`src/rtl/edp_pkg.sv`:
```
// Shared definitions for the EBOX multiply/divide sequencer: op encodings,
// sequencer states and the double-word negate used by the MUL sign fixup.
package edp_pkg;

  localparam logic [1:0] OP_MULS = 2'b00;
  localparam logic [1:0] OP_MULU = 2'b01;
  localparam logic [1:0] OP_DIVS = 2'b10;
  localparam logic [1:0] OP_DIVU = 2'b11;

  // Widest operand the negate helper covers; callers cast to/from their own width.
  localparam int MAX_W = 128;

  typedef logic [2*MAX_W-1:0] wide_t;

  typedef enum logic [2:0] {
    ST_IDLE,
    ST_SETUP,
    ST_STEP,
    ST_FIXUP,
    ST_DONE
  } state_t;

  function automatic wide_t negate_double(input wide_t v);
    return ~v + {{(2*MAX_W-1){1'b0}}, 1'b1};
  endfunction

endpackage

```
`src/rtl/edp_muldiv_step.sv`:
```
// One iteration of the sequencer: shift-add for MUL, restoring
// shift-subtract for DIV, on the {acc, mq} register pair.
module edp_muldiv_step #(
  parameter int WIDTH = 36
) (
  input  logic             is_div,
  input  logic [WIDTH:0]   acc,
  input  logic [WIDTH-1:0] mq,
  input  logic [WIDTH-1:0] br,
  output logic [WIDTH:0]   acc_nxt,
  output logic [WIDTH-1:0] mq_nxt
);

  logic [WIDTH:0] sum;
  logic [WIDTH:0] shifted;
  logic [WIDTH:0] diff;

  // acc stays one bit wider than the word so the MUL carry-out and the DIV
  // trial-subtract sign are both visible.
  always_comb begin
    sum     = acc + (mq[0] ? {1'b0, br} : '0);
    shifted = {acc[WIDTH-1:0], mq[WIDTH-1]};
    diff    = shifted - {1'b0, br};
    acc_nxt = '0;
    mq_nxt  = '0;
    if (is_div) begin
      if (diff[WIDTH]) begin
        acc_nxt = shifted;
        mq_nxt  = {mq[WIDTH-2:0], 1'b0};
      end else begin
        acc_nxt = diff;
        mq_nxt  = {mq[WIDTH-2:0], 1'b1};
      end
    end else begin
      acc_nxt = {1'b0, sum[WIDTH:1]};
      mq_nxt  = {sum[0], mq[WIDTH-1:1]};
    end
  end

endmodule

```
`src/rtl/edp_muldiv_seq.sv`:
```
// Iterative one-bit-per-cycle multiply/divide sequencer beside EDP.
// Operands arrive from AR/BR; high result goes back to AR, low result to MQ.
module edp_muldiv_seq
  import edp_pkg::*;
#(
  parameter int WIDTH = 36,
  parameter int CNT_W = $clog2(WIDTH + 1)
) (
  input  logic             eboxClk,
  input  logic             eboxReset_n,
  input  logic             start,
  input  logic [0:1]       op,
  input  logic [0:WIDTH-1] opA,
  input  logic [0:WIDTH-1] opB,
  output logic             busy,
  output logic             done,
  output logic             noDivide,
  output logic [0:WIDTH-1] resHi,
  output logic [0:WIDTH-1] resLo
);

  typedef logic [WIDTH-1:0]   word_t;
  typedef logic [2*WIDTH-1:0] dword_t;

  // Internal words are numbered LSB=0; assignments to the EDP-numbered ports
  // preserve numeric value.
  state_t           state;
  logic [1:0]       op_q;
  word_t            a_raw;
  word_t            b_raw;
  word_t            br;
  logic [WIDTH:0]   acc;
  word_t            mq;
  logic [CNT_W-1:0] cnt;
  logic             sign_q;
  logic             sign_r;
  logic             busy_q;
  logic             done_q;
  logic             nodiv_q;
  word_t            res_hi_q;
  word_t            res_lo_q;

  logic             is_div;
  logic             is_signed;
  logic             sa;
  logic             sb;
  word_t            a_mag;
  word_t            b_mag;
  word_t            most_neg;
  logic             abort;
  logic [WIDTH:0]   acc_nxt;
  word_t            mq_nxt;
  word_t            rem_mag;
  dword_t           prod;
  dword_t           prod_fix;
  word_t            quo_fix;
  word_t            rem_fix;

  assign is_div    = op_q[1];
  assign is_signed = ~op_q[0];
  assign most_neg  = {1'b1, {(WIDTH-1){1'b0}}};

  assign sa    = is_signed & a_raw[WIDTH-1];
  assign sb    = is_signed & b_raw[WIDTH-1];
  assign a_mag = sa ? ~a_raw + word_t'(1) : a_raw;
  assign b_mag = sb ? ~b_raw + word_t'(1) : b_raw;

  // Quotient of most-negative by -1 does not fit, so it aborts like x/0.
  assign abort = is_div & ((b_raw == '0) |
                           (is_signed & (a_raw == most_neg) & (b_raw == '1)));

  edp_muldiv_step #(.WIDTH(WIDTH)) u_step (
    .is_div  (is_div),
    .acc     (acc),
    .mq      (mq),
    .br      (br),
    .acc_nxt (acc_nxt),
    .mq_nxt  (mq_nxt)
  );

  assign rem_mag  = acc[WIDTH-1:0];
  assign prod     = {rem_mag, mq};
  assign prod_fix = sign_q ? dword_t'(negate_double(wide_t'(prod))) : prod;
  assign quo_fix  = sign_q ? ~mq + word_t'(1) : mq;
  assign rem_fix  = sign_r ? ~rem_mag + word_t'(1) : rem_mag;

  // Sequencer FSM with registered outputs; an abort still passes through
  // FIXUP (without writing results) so done lands two edges after start.
  always_ff @(posedge eboxClk or negedge eboxReset_n) begin
    if (!eboxReset_n) begin
      state    <= ST_IDLE;
      op_q     <= OP_MULS;
      a_raw    <= '0;
      b_raw    <= '0;
      br       <= '0;
      acc      <= '0;
      mq       <= '0;
      cnt      <= '0;
      sign_q   <= 1'b0;
      sign_r   <= 1'b0;
      busy_q   <= 1'b0;
      done_q   <= 1'b0;
      nodiv_q  <= 1'b0;
      res_hi_q <= '0;
      res_lo_q <= '0;
    end else begin
      case (state)
        ST_IDLE: begin
          done_q <= 1'b0;
          if (start) begin
            op_q    <= op;
            a_raw   <= opA;
            b_raw   <= opB;
            nodiv_q <= 1'b0;
            busy_q  <= 1'b1;
            state   <= ST_SETUP;
          end
        end
        ST_SETUP: begin
          sign_q <= sa ^ sb;
          sign_r <= sa;
          if (abort) begin
            nodiv_q <= 1'b1;
            state   <= ST_FIXUP;
          end else begin
            acc   <= '0;
            mq    <= is_div ? a_mag : b_mag;
            br    <= is_div ? b_mag : a_mag;
            cnt   <= CNT_W'(WIDTH);
            state <= ST_STEP;
          end
        end
        ST_STEP: begin
          acc <= acc_nxt;
          mq  <= mq_nxt;
          cnt <= cnt - CNT_W'(1);
          if (cnt == CNT_W'(1)) begin
            state <= ST_FIXUP;
          end
        end
        ST_FIXUP: begin
          if (!nodiv_q) begin
            if (is_div) begin
              res_hi_q <= rem_fix;
              res_lo_q <= quo_fix;
            end else begin
              res_hi_q <= prod_fix[2*WIDTH-1:WIDTH];
              res_lo_q <= prod_fix[WIDTH-1:0];
            end
          end
          busy_q <= 1'b0;
          done_q <= 1'b1;
          state  <= ST_DONE;
        end
        ST_DONE: begin
          done_q <= 1'b0;
          state  <= ST_IDLE;
        end
        default: begin
          state <= ST_IDLE;
        end
      endcase
    end
  end

  assign busy     = busy_q;
  assign done     = done_q;
  assign noDivide = nodiv_q;
  assign resHi    = res_hi_q;
  assign resLo    = res_lo_q;

endmodule

```
`config.mk`:
```
export PLATFORM = sky130hd
export DESIGN_NAME = edp_muldiv_seq
export DESIGN_NICKNAME = d
export VERILOG_FILES = /design/src/rtl/edp_pkg.sv /design/src/rtl/edp_muldiv_step.sv /design/src/rtl/edp_muldiv_seq.sv
export SDC_FILE = /design/constraint.sdc
export NUM_CORES = 1
export LEC_CHECK = 0
export BUFFER_PORTS_ARGS = -buffer_cell sky130_fd_sc_hd__buf_2
export CAP_MARGIN = 30
export CORE_MARGIN = 4
export CORE_UTILIZATION = 56
export DETAILED_ROUTE_END_ITERATION = 16
export PLACE_DENSITY = 0.78
export SLEW_MARGIN = 20
export SYNTH_ARGS = -nofsm -noshare
export SYNTH_HDL_FRONTEND = slang
export SYNTH_SLANG_ARGS = --single-unit
```
`constraint.sdc`:
```
create_clock -name eboxClk -period 4.5 [get_ports eboxClk]
set_input_delay 0 -clock eboxClk [delete_from_list [all_inputs] [get_ports eboxClk]]
set_output_delay 0 -clock eboxClk [all_outputs]
set_load 0.02 [all_outputs]
```
==> results of run 1 <==
==> synthesized netlist by cell type (all sizes together), types with 3 or more instances <==
cell type | number | share of area [%]
dfrtp | 269 | 36
o221ai | 30 | 1.4
nor2 | 180 | 3.6
nand3b | 3 | 0.12
a21o | 33 | 1.3
o31ai | 28 | 1.2
a32o | 3 | 0.16
o21bai | 8 | 0.32
nor3b | 5 | 0.20
and2 | 12 | 0.40
nor4b | 4 | 0.22
o21ai | 276 | 7.4
xor2 | 95 | 4.4
or3 | 13 | 0.46
nor4 | 23 | 0.86
nor2b | 21 | 0.71
or4 | 13 | 0.55
a22o | 4 | 0.18
o2111ai | 3 | 0.14
a21oi | 166 | 4.4
nand3 | 57 | 1.5
xnor2 | 104 | 4.8
nand2 | 256 | 5.1
o22ai | 4 | 0.13
o21a | 9 | 0.36
o41ai | 14 | 0.75
and3 | 10 | 0.33
nand2b | 28 | 0.96
a31oi | 27 | 0.89
nand4 | 27 | 0.97
buf | 23 | 0.61
a211oi | 15 | 0.59
o311ai | 3 | 0.14
mux2i | 51 | 2.7
ha | 80 | 5.3
a211o | 4 | 0.18
inv | 71 | 1.4
o211ai | 17 | 0.67
clkbuf | 109 | 2.2
nor3 | 44 | 1.2
or2 | 10 | 0.34
mux2 | 70 | 4.2
==> final cells by class <==
type                       instances  area, µm²  share of cell area [%]
clock inverter                    20        216                   0.973
timing repair buffer             301       2160                    9.69
inverter                          72        270                    1.21
multi-input combinational       1774      11500                    51.5
clock buffer                      38        862                    3.87
sequential                       269       6740                    30.3
tap                              448        561                    2.52
==> worst paths after layout <==
check                       startpoint         to  slack, ps
min in group eboxClk           opB[27]   b_raw[8]        180
hold / removal             eboxReset_n   resLo[1]        0.2
setup reg to reg                mq[35]    acc[20]        200
max in group asynchronous  eboxReset_n    acc[35]       3280
setup / recovery                mq[35]    acc[20]        200
hold reg to reg              resHi[22]  resHi[22]        470
==> logic make-up (layout without fill, tap and decap cells) <==
logic type / after synthesis / in the layout
AND/OR/NAND/NOR: 708 / 708
adder cells (fa/ha/maj): 82 / 82
buffers and inverters: 204 / 431
multiplexers: 121 / 121
AO/OA/AOI/OAI: 664 / 664
flip-flops: 269 / 269
XOR/XNOR: 199 / 199
==> flip-flops by register name, indices dropped and copies added (netlist names), 2 cells and up <==
name and count:
acc 37, a_raw 36, b_raw 36, br 36, mq 36, resHi 36
resLo 36, cnt 6, state 3, op_q 2
==> layout by cell type (no fill, tap or decap), types with 20 or more instances in the layout <==
cell type / count
o31ai_1: 27
a21oi_1: 166
xnor2_1: 104
buf_2: 150
a21o_1: 33
nor2b_1: 20
buf_4: 68
mux2i_1: 51
a31oi_1: 27
nand3_1: 56
dlygate4sd3_1: 76
xor2_1: 95
clkbuf_16: 31
o21ai_0: 267
mux2_2: 70
inv_1: 71
dfrtp_1: 268
ha_1: 80
nand4_1: 26
nand2b_1: 26
nor3_1: 43
nor2_1: 178
nand2_1: 256
o221ai_1: 30
nor4_1: 20
==> per-layer routing <==
| metal | GRT usage (%) | wire length, µm | up-vias |
|---|---|---|---|
| met4 | 8.59 | 1720 | 2 |
| met3 | 5.25 | 5040 | 124 |
| met1 | 44.5 | 25400 | 8622 |
| met2 | 53.2 | 28100 | 832 |
| li1 | - | - | 8424 |
| met5 | 0 | 11 | - |
==> critical path, delay by kind of cell (launching register included) <==
kind / cells / cell delay [ps]
buffers and inverters: 3 / 520
AOI/OAI and AO/OA: 11 / 1880
and+or+nand+nor: 1 / 140
adders and majority gates: 3 / 800
muxes: 1 / 370
DFF: 1 / 430
==> stage by stage <==
| step | setup WS (ps) | hold WS (ps) | utilization (%) | power (mW) |
|---|---|---|---|---|
| finish | 203 | 0.217 | 66.5 | 19.2 |
| global route | 30.2 | 87.3 | 66.5 | 20.6 |
| CTS | 10.7 | 91.6 | 66.5 | 18.9 |
| detailed placement | 56.7 | 104 | 61.0 | 16.2 |
| global placement | 171 | 102 | 61.0 | 15.9 |
| floorplan | 246 | -296 | - | 12.6 |
==> power breakdown <==
| part | internal, mW | switching [mW] | leakage (nW) |
|---|---|---|---|
| registers | 3.49 | 1.28 | 3.41 |
| logic | 4.65 | 7.12 | 6.07 |
| clock network | 1.55 | 1.13 | 0.528 |
| total | 9.69 | 9.54 | 10.0 |
==> what timing repair did <==
item / in CTS / in global routing
endpoints found under the setup margin: 0 / 29
endpoints found under the hold margin: 175 / 0
gates resized for setup: 0 / 3
hold buffers: 76 / 0
==> flow_metrics.tcl, run 1 <==
set metrics [dict create \
    status "complete, no violations" \
    post_drt_wl_per_cell_um 20.6 \
    cts_buffer_depth 3 \
    diodes 0 \
    grt_pass1_wl_um 95000 \
    synth-adder-area-share_pct 5.50 \
    start_kind "register" \
    hold_path.class "in2async" \
    fin_skew_ps 16.0 \
    drt_iter0_markers 1565 \
    start_util_pct 56.6 \
    postPlaceCellArea_um2 20400 \
    h-tree-depth 1 \
    cts_buffers 31 \
    synth_mux_area_share_pct 6.86 \
    die_w_um 192 \
    slew_violations 0 \
    antenna_found_initial 2 \
    p_leak_nw 10.0 \
    drive_gt1_share_pct 15.5 \
    post_cts_buffers 0 \
    fin_tns_setup_ps 0 \
    synth_xor_xnor_area_share_pct 9.20 \
    syn_area_per_cell_um2 8.43 \
    grt_pass1_vias 17100 \
    reg2regPathDepth 19 \
    drt-total-wl_um 60300 \
    clkTransAtPathRegs_ps 60 \
    max-slew-margin-rel_pct 34.8 \
    io_buffers 151 \
    syn-cell-area_um2 18900 \
    path_common_cell "a21o_1" \
    core-area_um2 33400 \
    design.die.area_um2 36800 \
    synth_seq_cells 269 \
    cts_tree "done" \
    yosysSeqAreaShare_pct 35.5 \
    cp_slowest_stage_delay_ps 430 \
    path_cells "inv_1 > ha_1 > fa_1 > nand2b_1 > a21oi_1 > o21ai_1 > o31ai_1 > buf_4 > o21ai_1 > o2111ai_2 > a21o_1 > a21o_1 > a21o_1 > a21o_1 > ha_1 > buf_4 > mux2_2 > a21oi_1 > o21ai_0" \
    setup_viol 0 \
    min_period_ps 4300 \
    vdd_drop_max_v 0.000491 \
    yosys_warnings 0 \
    synth_edf_count 0 \
    maxCapViolCount 0 \
    overflow 0 \
    cp_max_fo 16 \
    critPathArrivalTime_ps 4750 \
    end_kind "register" \
    gp_congestion 0.918 \
    fin_nets 2608 \
    pin_count 152 \
    hpwlAfterDp_um 43200 \
    tightest_slew_ps 978 \
    grt_usage_pct 32.3 \
    ys_async_sr_fraction_pct 100 \
    fmax_mhz 233 \
    syn_nets 2406 \
    final_area_um2 22300 \
    clkLatencyLatePin_ps 590 \
    place_inst 2787 \
    clkSinkCount 269 \
    rows 67 \
    final-hold-violation-count 0 \
    synth_compound_area_share_pct 21.1 \
    finalNonFillerCells 2922 \
    syn_inst 2247 \
    avgViaCountPerCell 6.16 \
    crit_type "reg2reg" \
    die_h_um 192 \
    synth_top_family_by_area "compound AO/OA/AOI/OAI gates" \
    period_share_pct 95.5 \
    synthDistinctLibCells 78 \
    required_ps 4950 \
    drc_errors 0 \
    synth_ff_type "dfrtp_1" \
    drtAntennaViolNets 0 \
    synth_simple_gate_area_share_pct 17.6 \
    cpMaxStageDelayCell "dfrtp_1" \
    num-fill-cells 2734 \
    cts_root_buf "clkbuf_16" \
    vias 18000 \
    grt_setup_unrepaired "no" \
    power_density_nw_per_um2 864 \
    grt_max_degree 103 \
    area_growth_pct 17.5 \
    drt-pass1-iter-count 5 \
]
Note: power is estimated with default switching activity, not from simulation.
==> inputs of run 2 (changes only) <==
CELL_PAD_IN_SITES_DETAIL_PLACEMENT = 0   (was default)
CELL_PAD_IN_SITES_GLOBAL_PLACEMENT = 1   (was default)
CORE_UTILIZATION = 42   (was 56)
PLACE_DENSITY = default   (was 0.78)
PLACE_DENSITY_LB_ADDON = 0.12   (was default)
==> flow_metrics.tcl, run 2 (synthesis gave the netlist of run 1 again) <==
set metrics [dict create \
    grt_max_degree 160 \
    drt-total-wl_um 62600 \
    clkLatencyLatePin_ps 560 \
    grt_pass1_wl_um 97400 \
    drt_iter0_markers 1311 \
    min_period_ps 4240 \
    fin_nets 2624 \
    net-switching-power_mw 9.67 \
    final_area_um2 22700 \
    grt_pass1_vias 16700 \
    h-tree-depth 2 \
    post_cts_buffers 0 \
    rows 77 \
    cts_root_buf "clkbuf_16" \
    period_share_pct 94.2 \
    drive_gt1_share_pct 16.0 \
    cts_tree "done" \
    required_ps 4940 \
    fin_skew_ps 18.4 \
    fin_hold_ws_ps 194 \
    core-area_um2 44400 \
    die_w_um 220 \
    area_growth_pct 19.6 \
    end_kind "register" \
    path_buf_inv 3 \
    design.die.area_um2 48600 \
    maxCapViolCount 0 \
    clkSinkCount 269 \
    post_drt_wl_per_cell_um 20.3 \
    num-fill-cells 4274 \
    p_leak_nw 10.1 \
    cpMaxStageDelayCell "ha_2" \
    avgViaCountPerCell 5.67 \
    overflow 0 \
    path_common_cell "a21o_1" \
    hpwlAfterDp_um 47200 \
    max-slew-margin-rel_pct 35.7 \
    crit_type "reg2reg" \
    slew_violations 0 \
    setup_viol 0 \
    clock_power_share_pct 15.0 \
    cp_slowest_stage_delay_ps 420 \
    io_buffers 151 \
    drtAntennaViolNets 0 \
    drc_errors 0 \
    grt_usage_pct 25.6 \
    power_density_nw_per_um2 864 \
    start_kind "register" \
    critPathArrivalTime_ps 4680 \
    tightest_slew_ps 965 \
    fin_ws_ps 259 \
    vias 17500 \
    cts_buffers 34 \
    p_sw_share_pct 49.4 \
    mostFrequentLayoutCells "268 x dfrtp_1, 267 x o21ai_0, 256 x nand2_1, 178 x nor2_1, 166 x a21oi_1" \
    postPlaceCellArea_um2 20700 \
    cp_max_fo 13 \
    path_cells "inv_1 > ha_1 > fa_1 > nand2b_1 > a21oi_1 > o21ai_1 > o31ai_1 > buf_4 > o21ai_1 > o2111ai_1 > a21o_1 > a21o_1 > a21o_1 > a21o_1 > ha_2 > buf_12 > mux2_2 > nand2_1 > o21ai_0 > a22o_1" \
    p_int_mw 9.90 \
    fmax_mhz 236 \
    final-hold-violation-count 0 \
    clkTransAtPathRegs_ps 70 \
    largest_reg_flops 37 \
    fin_tns_setup_ps 0 \
    grt_setup_unrepaired "no" \
    diodes 0 \
    p_comb_share_pct 60.5 \
    die_h_um 220 \
    vdd_drop_max_v 0.000533 \
    reg2reg_slack_ps 260 \
    gp_congestion 0.920 \
    status "complete, no violations" \
    antenna_found_initial 2 \
    seq_power_share_pct 24.5 \
    pin_count 152 \
    final_common_cell "dfrtp_1" \
    multi_input_area_um2 11500 \
    top_register "acc" \
    start_util_pct 42.7 \
    cp_top_family "compound AO/OA/AOI/OAI gates" \
    drt-pass1-iter-count 6 \
    hold_path.class "in2reg" \
    power.total_mw 19.6 \
    dp_slack_ps 84.1 \
    cts_buffer_depth 3 \
    seq_area_um2 6740 \
]
[run 2: layout make-up]
type | count | area share (%)
well taps | 592 | 3.27
clock buffers | 43 | 4.18
clock inverters | 19 | 1.08
inverters | 72 | 1.19
multi-input cells | 1774 | 50.6
repair buffers | 314 | 9.98
flip-flops and latches | 269 | 29.7
[run 2: through the flow]
stage               cells  util, %
floorplan            2247        -
global placement     2942     46.5
detailed placement   2942     46.5
CTS                  3082     51.0
global route         3083     51.0
finish               3083     51.0
[run 2: layer usage]
| metal | vias to the layer above | wire (µm) | GRT usage [%] |
|---|---|---|---|
| li1 | 8479 | - | - |
| met1 | 8348 | 29100 | 36.3 |
| met2 | 554 | 27200 | 38.8 |
| met3 | 104 | 4260 | 5.66 |
| met4 | 2 | 2080 | 8.25 |
| met5 | - | 13 | 0 |
[run 2: power by group through the flow]
stage / clock, mW / sequential [mW] / combinational, mW
floorplan: 0 / 4.73 / 7.87
global placement: 0 / 4.76 / 11.6
detailed placement: 0 / 4.80 / 11.7
global route: 3.10 / 4.94 / 13.1
CTS: 2.99 / 4.76 / 11.8
finish: 2.93 / 4.79 / 11.8
[run 2: final timing paths]
| check | depth (start not counted) | from | endpoint |
|---|---|---|---|
| max in group asynchronous | 4 | eboxReset_n | resLo[14] |
| max reg2reg | 20 | mq[35] | acc[14] |
| min in group asynchronous | 3 | eboxReset_n | resLo[20] |
| max | 20 | mq[35] | acc[14] |
| min reg2reg | 1 | cnt[5] | cnt[5] |
| min | 4 | opB[27] | b_raw[8] |
[run 2: worst min-delay path, delay by kind of cell]
| kind | cells | cell delay (ps) |
|---|---|---|
| AND/OR/NAND/NOR | 1 | 40 |
| AO/OA/AOI/OAI | 1 | 60 |
| buffers and inverters | 2 | 610 |
[run 2: repair_timing]
item / in CTS / in global routing
endpoints found under the hold margin: 136 / 0
setup endpoints to repair: 0 / 35
gates resized for setup: 0 / 5
hold buffers: 78 / 0
==> inputs of run 3 (changes only) <==
RECOVER_POWER = 50   (was default)
==> flow_metrics.tcl, run 3 (synthesis gave the netlist of run 1 again) <==
set metrics [dict create \
    status "complete, but fails checks" \
    violations "capacitance limit, slew limit" \
    largest_reg_flops 37 \
    highest_layer "met5" \
    num-fill-cells 4318 \
    tightest_slew_ps 2610 \
    grt_pass1_vias 16700 \
    wl_met2_um 27200 \
    dr_wl_met3_um 4490 \
    die_h_um 220 \
    post_drt_wl_per_cell_um 20.3 \
    min_period_ps 4230 \
    crit_type "reg2reg" \
    finalNonFillerCells 3084 \
    cts_root_buf "clkbuf_16" \
    hpwlAfterDp_um 47200 \
    clkTransAtPathRegs_ps 60 \
    maxCapViolCount 3 \
    avgViaCountPerCell 5.66 \
    final_common_cell "dfrtp_1" \
    period_share_pct 94.1 \
    power.total_mw 19.5 \
    grt_pass1_wl_um 97400 \
    design.die.area_um2 48600 \
    h-tree-depth 2 \
    drtAntennaViolNets 0 \
    grt_setup_unrepaired "no" \
    grt_max_degree 160 \
    start_kind "register" \
    end_kind "register" \
    worstSetupStartpoint "mq[35]" \
    critPathArrivalTime_ps 4670 \
    antenna_found_initial 2 \
    hp-start "opB[27]" \
    fin_skew_ps 20.0 \
    vdd_drop_max_v 0.000534 \
    slew_violations 251 \
    wl_met1_um 29000 \
    io_buffers 151 \
    die_w_um 220 \
    core-area_um2 44400 \
    dp_slack_ps 84.1 \
    top_register "acc" \
    required_ps 4940 \
    seq_area_um2 6740 \
    gp_congestion 0.920 \
    place_inst 2942 \
    r2r_start "mq[35]" \
    cts_buffer_depth 3 \
    pin_count 152 \
    fin_ws_ps 267 \
    rows 77 \
    drive_gt1_share_pct 12.9 \
    hold_path.class "in2reg" \
    cp_max_fo 13 \
    clkLatencyLatePin_ps 560 \
    mostFrequentLayoutCells "268 x dfrtp_1, 267 x o21ai_0, 256 x nand2_1, 178 x nor2_1, 166 x a21oi_1" \
    power_density_nw_per_um2 865 \
    area_growth_pct 19.0 \
    final-hold-violation-count 0 \
    cts_buffers 34 \
    setup_viol 0 \
    fin_nets 2624 \
    fmax_mhz 236 \
    drt-total-wl_um 62700 \
    drt-pass1-iter-count 6 \
    vias 17500 \
    drc_errors 0 \
    start_util_pct 42.7 \
    max-slew-margin-rel_pct -73.9 \
    overflow 0 \
    clkSinkCount 269 \
    p_leak_nw 9.81 \
    multi_input_area_um2 11400 \
    drt_iter0_markers 1355 \
    grt_usage_pct 25.6 \
    fin_tns_setup_ps 0 \
    cts_tree "done" \
]
## run 3: cell count changes in the layout (fill, tap and decap cells not counted)
cell / previous run / this run
diode_2: 0 / 1
buf_2: 150 / 75
nand2b_4: 2 / 1
clkbuf_4: 0 / 1
nand2b_1: 26 / 27
clkbuf_1: 4 / 80
buf_4: 79 / 78
buf_12: 6 / 5
## run 3: per-stage QoR
stage	hold WS [ps]	instance area [µm²]	utilization, %
3_5_place_dp	-9.68	20700	46.5
6_report	195	22500	50.7
4_1_cts	166	22600	51.0
3_3_place_gp	-13.5	20700	46.5
2_1_floorplan	-296	18900	-
5_1_grt	196	22500	50.7
## run 3: final timing paths
check | to | slack [ps] | depth (start not counted)
worst max-delay path | acc[14] | 270 | 20
worst min-delay path | b_raw[8] | 190 | 4
worst max register to register | acc[14] | 270 | 20
worst min register to register | cnt[5] | 470 | 1
max in group asynchronous | op_q[1] | 1000 | 4
min in group asynchronous | resLo[20] | 500 | 3
## run 3: power by group
group | switching, mW | internal, mW | total (mW)
Combinational | 7.19 | 4.58 | 11.8
Sequential | 1.31 | 3.49 | 4.80
Clock | 1.19 | 1.74 | 2.93
Total | 9.69 | 9.82 | 19.5
## run 3: area by class of cell
class | count | area share (%)
multi-input combinational | 1774 | 50.8
sequential | 269 | 29.9
timing repair buffer | 314 | 9.54
clock buffer | 43 | 4.20
tap | 592 | 3.29
inverter | 72 | 1.20
clock inverter | 19 | 1.09
antenna | 1 | 0.0111
## run 3: critical path, stage by stage, from the launching register on
cell	delay, ps
dfrtp_1	370
inv_1	110
ha_1	200
fa_1	210
nand2b_1	140
a21oi_1	110
o21ai_1	280
o31ai_1	100
buf_4	150
o21ai_1	220
o2111ai_1	200
a21o_1	210
a21o_1	180
a21o_1	170
a21o_1	170
ha_2	420
buf_12	170
mux2_2	330
nand2_1	60
o21ai_0	90
a22o_1	210
## run 3: routing by layer
layer  vias up  global-route usage, %
met4         2                   8.25
met1      8365                   36.3
met2       506                   38.8
li1       8482                      -
met5         -                      0
met3       103                   5.66
## run 3: repair_timing
item                       4_1_cts  5_1_grt
gates resized for setup          0        5
setup buffers                    0        0
hold endpoints to repair       136        0
setup endpoints to repair        0       35
hold buffers                    78        0
